===== src/rtl/mc_control_unit.sv =====
// mc_control_unit: multi-cycle MIPS control FSM.
// Sequences FETCH/DECODE/EXECUTE/MEMORY/WRITEBACK over a shared memory and ALU,
// stalling on mem_ready and holding EXECUTE for MUL_CYCLES on mul (opcode 28).
// Optional build macro MC_CTRL_COP0_EN adds the COP_EX state (opcode 16) and
// the cop_rs / coprocessor ports.
module mc_control_unit #(
  parameter int ALUOP_W    = 5,
  parameter int MUL_CYCLES = 3,
  parameter int CNT_W      = 4
) (
  input  logic               clk,
  input  logic               rst,
  input  logic [5:0]         opcode,
  input  logic [5:0]         funct,
  input  logic               mem_ready,
`ifdef MC_CTRL_COP0_EN
  input  logic [4:0]         cop_rs,
  output logic               coprocessor,
`endif
  output logic               pc_write,
  output logic               pc_write_cond,
  output logic               i_or_d,
  output logic               mem_read,
  output logic               mem_write,
  output logic               ir_write,
  output logic               reg_dst,
  output logic               mem_to_reg,
  output logic               reg_write,
  output logic               alu_src_a,
  output logic [1:0]         alu_src_b,
  output logic [1:0]         pc_source,
  output logic               link,
  output logic               arith_u,
  output logic [3:0]         byte_control,
  output logic [ALUOP_W-1:0] alu_opcode,
  output logic               busy,
  output logic               illegal_op
);

  typedef enum logic [3:0] {
    S_FETCH, S_DECODE, S_MEMADR, S_MEMRD, S_MEMWB, S_MEMWR, S_RTYPE_EX,
    S_IMM_EX, S_MUL_EX, S_ALU_WB, S_BRANCH, S_JUMP, S_COP_EX
  } state_t;

  state_t           state, next_state;
  logic [CNT_W-1:0] mul_cnt;
  logic             mul_done;
  logic             is_load, is_store, is_rtype, is_imm, is_mul;
  logic             is_branch, is_jump, is_cop, illegal_dec;
  logic [3:0]       width_bc;

  assign mul_done = (mul_cnt == CNT_W'(MUL_CYCLES - 1));

  // Opcode classification and access width; IR is stable from DECODE until the next FETCH.
  always_comb begin
    is_load   = 1'b0;
    is_store  = 1'b0;
    is_imm    = 1'b0;
    is_branch = 1'b0;
    is_jump   = 1'b0;
    is_cop    = 1'b0;
    width_bc  = 4'b0000;
    case (opcode)
      6'd35: begin is_load  = 1'b1; width_bc = 4'b1111; end
      6'd33, 6'd37: begin is_load = 1'b1; width_bc = 4'b0011; end
      6'd32, 6'd36: begin is_load = 1'b1; width_bc = 4'b0001; end
      6'd43: begin is_store = 1'b1; width_bc = 4'b1111; end
      6'd41: begin is_store = 1'b1; width_bc = 4'b0011; end
      6'd40: begin is_store = 1'b1; width_bc = 4'b0001; end
      6'd8, 6'd9, 6'd10, 6'd11, 6'd12, 6'd13, 6'd14, 6'd15: is_imm = 1'b1;
      6'd4, 6'd5, 6'd6, 6'd7, 6'd1: is_branch = 1'b1;
      6'd2, 6'd3: is_jump = 1'b1;
`ifdef MC_CTRL_COP0_EN
      6'd16: is_cop = 1'b1;
`endif
      default: ;
    endcase
    is_rtype    = (opcode == 6'd0);
    is_mul      = (opcode == 6'd28);
    illegal_dec = !(is_load | is_store | is_rtype | is_imm | is_mul |
                    is_branch | is_jump | is_cop);
  end

  // State, mul hold counter and the two registered status outputs.
  always_ff @(posedge clk) begin
    if (rst) begin
      state      <= S_FETCH;
      mul_cnt    <= '0;
      busy       <= 1'b0;
      illegal_op <= 1'b0;
    end else begin
      state      <= next_state;
      busy       <= (next_state != S_FETCH);
      illegal_op <= (state == S_DECODE) && illegal_dec;
      if (state == S_MUL_EX)
        mul_cnt <= mul_done ? '0 : mul_cnt + CNT_W'(1);
    end
  end

  // Next-state and Moore-style strobes; FETCH qualifies IR/PC writes on mem_ready.
  always_comb begin
    next_state    = state;
    pc_write      = 1'b0;
    pc_write_cond = 1'b0;
    i_or_d        = 1'b0;
    mem_read      = 1'b0;
    mem_write     = 1'b0;
    ir_write      = 1'b0;
    reg_dst       = 1'b0;
    mem_to_reg    = 1'b0;
    reg_write     = 1'b0;
    alu_src_a     = 1'b0;
    alu_src_b     = 2'd0;
    pc_source     = 2'd0;
    link          = 1'b0;
    arith_u       = 1'b0;
    byte_control  = 4'b0000;
    alu_opcode    = '0;
`ifdef MC_CTRL_COP0_EN
    coprocessor   = 1'b0;
`endif
    case (state)
      S_FETCH: begin
        mem_read  = 1'b1;
        alu_src_b = 2'd1;
        if (mem_ready) begin
          ir_write   = 1'b1;
          pc_write   = 1'b1;
          next_state = S_DECODE;
        end
      end
      S_DECODE: begin
        alu_src_b = 2'd3;
        if (is_load || is_store) next_state = S_MEMADR;
        else if (is_rtype)       next_state = S_RTYPE_EX;
        else if (is_imm)         next_state = S_IMM_EX;
        else if (is_mul)         next_state = S_MUL_EX;
        else if (is_branch)      next_state = S_BRANCH;
        else if (is_jump)        next_state = S_JUMP;
        else if (is_cop)         next_state = S_COP_EX;
        else                     next_state = S_FETCH;
      end
      S_MEMADR: begin
        alu_src_a  = 1'b1;
        alu_src_b  = 2'd2;
        next_state = is_load ? S_MEMRD : S_MEMWR;
      end
      S_MEMRD: begin
        mem_read     = 1'b1;
        i_or_d       = 1'b1;
        byte_control = width_bc;
        if (mem_ready) next_state = S_MEMWB;
      end
      S_MEMWB: begin
        reg_write  = 1'b1;
        mem_to_reg = 1'b1;
        arith_u    = (opcode == 6'd36) || (opcode == 6'd37);
        next_state = S_FETCH;
      end
      S_MEMWR: begin
        mem_write    = 1'b1;
        i_or_d       = 1'b1;
        byte_control = width_bc;
        if (mem_ready) next_state = S_FETCH;
      end
      S_RTYPE_EX: begin
        alu_src_a  = 1'b1;
        alu_opcode = ALUOP_W'(2);
        next_state = S_ALU_WB;
        if (funct == 6'd8 || funct == 6'd9) begin
          pc_write   = 1'b1;
          pc_source  = 2'd3;
          next_state = S_FETCH;
          if (funct == 6'd9) begin
            reg_write = 1'b1;
            reg_dst   = 1'b1;
            link      = 1'b1;
          end
        end
      end
      S_IMM_EX: begin
        alu_src_a  = 1'b1;
        alu_src_b  = 2'd2;
        next_state = S_ALU_WB;
        case (opcode)
          6'd12:   begin alu_opcode = ALUOP_W'(4); arith_u = 1'b1; end
          6'd13:   begin alu_opcode = ALUOP_W'(5); arith_u = 1'b1; end
          6'd14:   begin alu_opcode = ALUOP_W'(6); arith_u = 1'b1; end
          6'd10:   alu_opcode = ALUOP_W'(7);
          6'd11:   alu_opcode = ALUOP_W'(8);
          6'd15:   alu_opcode = ALUOP_W'(9);
          default: alu_opcode = ALUOP_W'(0);
        endcase
      end
      S_MUL_EX: begin
        alu_opcode = ALUOP_W'(10);
        if (mul_done) next_state = S_ALU_WB;
      end
      S_ALU_WB: begin
        reg_write  = 1'b1;
        reg_dst    = !is_imm;
        next_state = S_FETCH;
      end
      S_BRANCH: begin
        alu_opcode    = ALUOP_W'(3);
        alu_src_a     = 1'b1;
        pc_write_cond = 1'b1;
        pc_source     = 2'd1;
        next_state    = S_FETCH;
      end
      S_JUMP: begin
        pc_write   = 1'b1;
        pc_source  = 2'd2;
        reg_write  = (opcode == 6'd3);
        link       = (opcode == 6'd3);
        next_state = S_FETCH;
      end
`ifdef MC_CTRL_COP0_EN
      S_COP_EX: begin
        coprocessor = 1'b1;
        reg_write   = (cop_rs == 5'd0);
        next_state  = S_FETCH;
      end
`endif
      default: next_state = S_FETCH;
    endcase
  end

endmodule


===== config.mk =====
export PLATFORM = sky130hd
export DESIGN_NAME = mc_control_unit
export DESIGN_NICKNAME = d
export VERILOG_FILES = /design/src/rtl/mc_control_unit.sv
export SDC_FILE = /design/constraint.sdc
export NUM_CORES = 1
export LEC_CHECK = 0
export CORE_ASPECT_RATIO = 1.1
export CORE_UTILIZATION = 43
export CTS_BUF_LIST = sky130_fd_sc_hd__clkbuf_16
export CTS_CLUSTER_DIAMETER = 40
export DETAILED_ROUTE_END_ITERATION = 10
export PLACE_DENSITY = 0.79
export SLEW_MARGIN = 10
export SYNTH_ARGS = -nofsm -noshare
export SYNTH_HDL_FRONTEND = slang
export SYNTH_SLANG_ARGS = --single-unit
export TNS_END_PERCENT = 1

===== constraint.sdc =====
create_clock -name clk -period 2.1 [get_ports clk]
set_clock_uncertainty 0.15 [all_clocks]
set_input_delay 0.315 -clock clk [delete_from_list [all_inputs] [get_ports clk]]
set_output_delay 0.315 -clock clk [all_outputs]
set_load 0.02 [all_outputs]

==> impl_metrics.py <==
metrics = {
    "timing": {
        "drv_slew": 0,
        "setup_slack_ns": -0.0437,
        "tightest_slew_ns": 0.675,
        "rsz0062_at_grt": "yes",
        "tns_ns": -0.0437,
        "fmax_mhz": 466,
        "layout_min_cycle_time_ns": 2.14,
        "hold_violations": 0,
        "finalSetupViolCount": 1,
        "period_share_pct": 102,
        "slew_headroom_pct": 54.3,
    },
    "floorplanning": {
        "dieArea_sq_mm": 0.00270,
        "num_rows": 18,
        "die_x_um": 49.6,
        "core_area_sq_mm": 0.00230,
        "pin_count": 42,
        "die_y_um": 54.4,
        "initial_core_util_pct": 46.7,
    },
    "routing": {
        "first_pass_iters": 4,
        "viasPerCell": 5.42,
        "vias": 1355,
        "initialDrtViolationCount": 27,
        "wirelength_mm": 3.68,
        "drc": 0,
        "ant_nets": 0,
        "post_drt_wl_per_cell_um": 14.7,
    },
    "clock_tree": {
        "holdBufCountCts": 0,
        "cts.sinks": 10,
        "cts_buffer_depth": 2,
        "clkTransAtPathRegs_ns": 0.04,
        "clockRootBuffer": "clkbuf_16",
        "cts_buffers": 3,
        "cts_tree": "yes",
        "clock_latency_ns": 0.23,
        "htreeDepth": 1,
    },
    "critical_path": {
        "path_class": "primary input to output port",
        "critPathMaxFanout": 2,
        "critPathRequiredTime_ns": 1.63,
        "cp-end-kind": "output port",
        "cp-start-kind": "primary input",
        "crit_arrival_ns": 1.68,
    },
    "global_route": {
        "overflow": 0,
        "grt_pass1_vias": 1249,
        "met1_usage_pct": 31.5,
        "met2_usage_pct": 51.8,
        "grt_util_all_layers_pct": 26.7,
        "antenna_found_initial": 0,
        "grt_use_met3_pct": 1.11,
        "grt_max_degree": 18,
        "busiest_layer": "met2",
        "grt_pass1_wl_mm": 5.42,
    },
    "synthesis": {
        "yosysUniqueCellTypes": 49,
        "ys_ff_latch": 10,
        "dominantRegCellSynth": "dfxtp_1",
        "synth_area_sq_mm": 0.00107,
        "synth_edf_count": 0,
        "synthesis.nets": 166,
        "syn_inst": 151,
        "seq_area_frac_synth_pct": 18.6,
        "syn_avg_cell_area_sq_um": 7.11,
        "synth_warnings": 0,
        "async_reset_ff_share_pct": 0,
    },
    "placement": {
        "placed_area_sq_mm": 0.00173,
        "io_buffers": 40,
        "place.detailed.hpwl_mm": 2.78,
        "place_congestion": 0.963,
    },
    "power_and_ir_drop": {
        "clkPwrFrac_pct": 41.4,
        "pwr-share-comb_pct": 33.2,
        "power.density_mw_per_mm2": 435,
        "p_int_mw": 0.576,
        "switching_share_pct": 28.0,
        "power_frac_seq_pct": 25.4,
        "fin_total_pwr_mw": 0.800,
        "ir_drop_v": 0.000578,
        "netSwitchingPower_mw": 0.224,
        "power_leakage_nw": 0.797,
    },
    "outcome": {
        "status": "complete, but fails checks",
        "failed_checks": "setup timing",
    },
    "final_layout": {
        "n_antenna_cell": 0,
        "nets": 236,
        "design_area_sq_mm": 0.00184,
        "drive_gt1_share_pct": 39.1,
        "final_core_util_pct": 80.1,
        "syn2layout_area_growth_pct": 71.4,
    },
    "run": {
        "max_cap_viol_count": 0,
    },
    "worst_hold_path": {
        "hold_path.class": "flop to flop",
    },
}
-- what timing repair did --
action / CTS / global route
endpoints found under the setup margin: 26 / 15
buffers inserted: 0 / 1
gates resized for setup: 90 / 19
pin swaps: 5 / 6
-- registers in the layout, summed over array words and instances, names as in the netlist --
name / count
mul_cnt: 4
state: 4
busy: 1
illegal_op: 1
-- area by class of cell --
type,instances,area (sq um)
Timing Repair Buffer,79,631
Fill cell,169,457
Clock buffer,3,75.1
Sequential cell,10,201
Tap cell,30,37.5
Inverter,5,18.8
Multi-Input combinational cell,122,873
Clock inverter,1,3.75
-- path summary, 6_finish.rpt --
| kind | slack, ns | cells past startpoint | end | start |
|---|---|---|---|---|
| worst max-delay path | -0.04 | 7 | reg_write | funct[2] |
| worst max register to register | 0.13 | 7 | busy | state[0] |
| worst min-delay path | 0.43 | 1 | mul_cnt[1] | mul_cnt[1] |
| worst min register to register | 0.43 | 1 | mul_cnt[1] | mul_cnt[1] |
-- cells by family after synthesis --
logic type,after synthesis,share of synthesized area [%]
XOR/XNOR,5,4.08
AND/OR/NAND/NOR,82,45.2
AO/OA/AOI/OAI,34,23.4
other,1,0.349
buffers and inverters,19,8.27
flip-flops,10,18.6
-- Yosys cell counts, types with 3 or more instances --
cell type / count / area share, %
nor2_1: 19 / 6.6
a21oi_1: 12 / 5.6
dfxtp_1: 10 / 19
nand2_1: 9 / 3.1
nand2b_1: 9 / 5.2
buf_2: 8 / 3.7
nor3_1: 7 / 3.3
inv_1: 5 / 1.7
nor2b_1: 5 / 2.9
clkbuf_1: 4 / 1.4
nor4_1: 4 / 2.3
and3_1: 3 / 1.7
nand3_1: 3 / 1.4
nor3b_1: 3 / 2.1
o21bai_1: 3 / 2.1
or3_1: 3 / 1.7
xor2_1: 3 / 2.4
-- layer usage --
layer  share of wire, %  vias to the layer above
li1                   -                      676
met2                 54                       27
met3                2.0                        4
met1                 43                      648
met5                  0                        -
met4                1.1                        0
-- power groups by stage --
stage | Combinational (mW) | Clock, mW | Sequential (mW)
2_1_floorplan | 0.132 | 0 | 0.208
3_3_place_gp | 0.254 | 0 | 0.205
3_5_place_dp | 0.260 | 0 | 0.205
4_1_cts | 0.253 | 0.336 | 0.202
5_1_grt | 0.285 | 0.346 | 0.203
6_report | 0.266 | 0.332 | 0.203
-- cells in the final DEF, fill, tap and decap left out, types with 2 or more instances in the layout --
cell type and n:
nand2_1 9, o21a_1 2, nor3_1 5, o21ai_0 2, nor3_2 3, nand2b_4 4, clkbuf_2 2, buf_2 7
a21oi_1 12, buf_6 4, buf_4 45, clkdlybuf4s50_1 9, xnor2_1 2, nand3_1 3, and3_1 3, clkbuf_16 3
nor2_1 19, dfxtp_1 9, nor4_1 3, nand2b_1 6, o22ai_1 2, nor2b_1 5, or3_1 3, inv_1 5
xor2_1 3, a211oi_2 2, o21bai_1 3, nand4_1 2, nor4_2 2, dlygate4sd2_1 9
-- worst max-delay path, cell delays in order --
cell      delay, ns
buf_6          0.09
or4b_4         0.55
nor2_4         0.11
nor4bb_4       0.19
o21a_1         0.15
o21bai_1       0.11
buf_4          0.16
-- through the flow --
| step | hold WS (ns) | instances | worst slack, ns |
|---|---|---|---|
| floorplan | 0.237 | 151 | -0.119 |
| global placement | 0.352 | 245 | -0.776 |
| detailed placement | 0.385 | 245 | -0.848 |
| CTS | 0.431 | 249 | -0.0917 |
| global route | 0.443 | 250 | -0.109 |
| finish | 0.429 | 250 | -0.0437 |
Note: power is estimated with default switching activity, not from simulation.
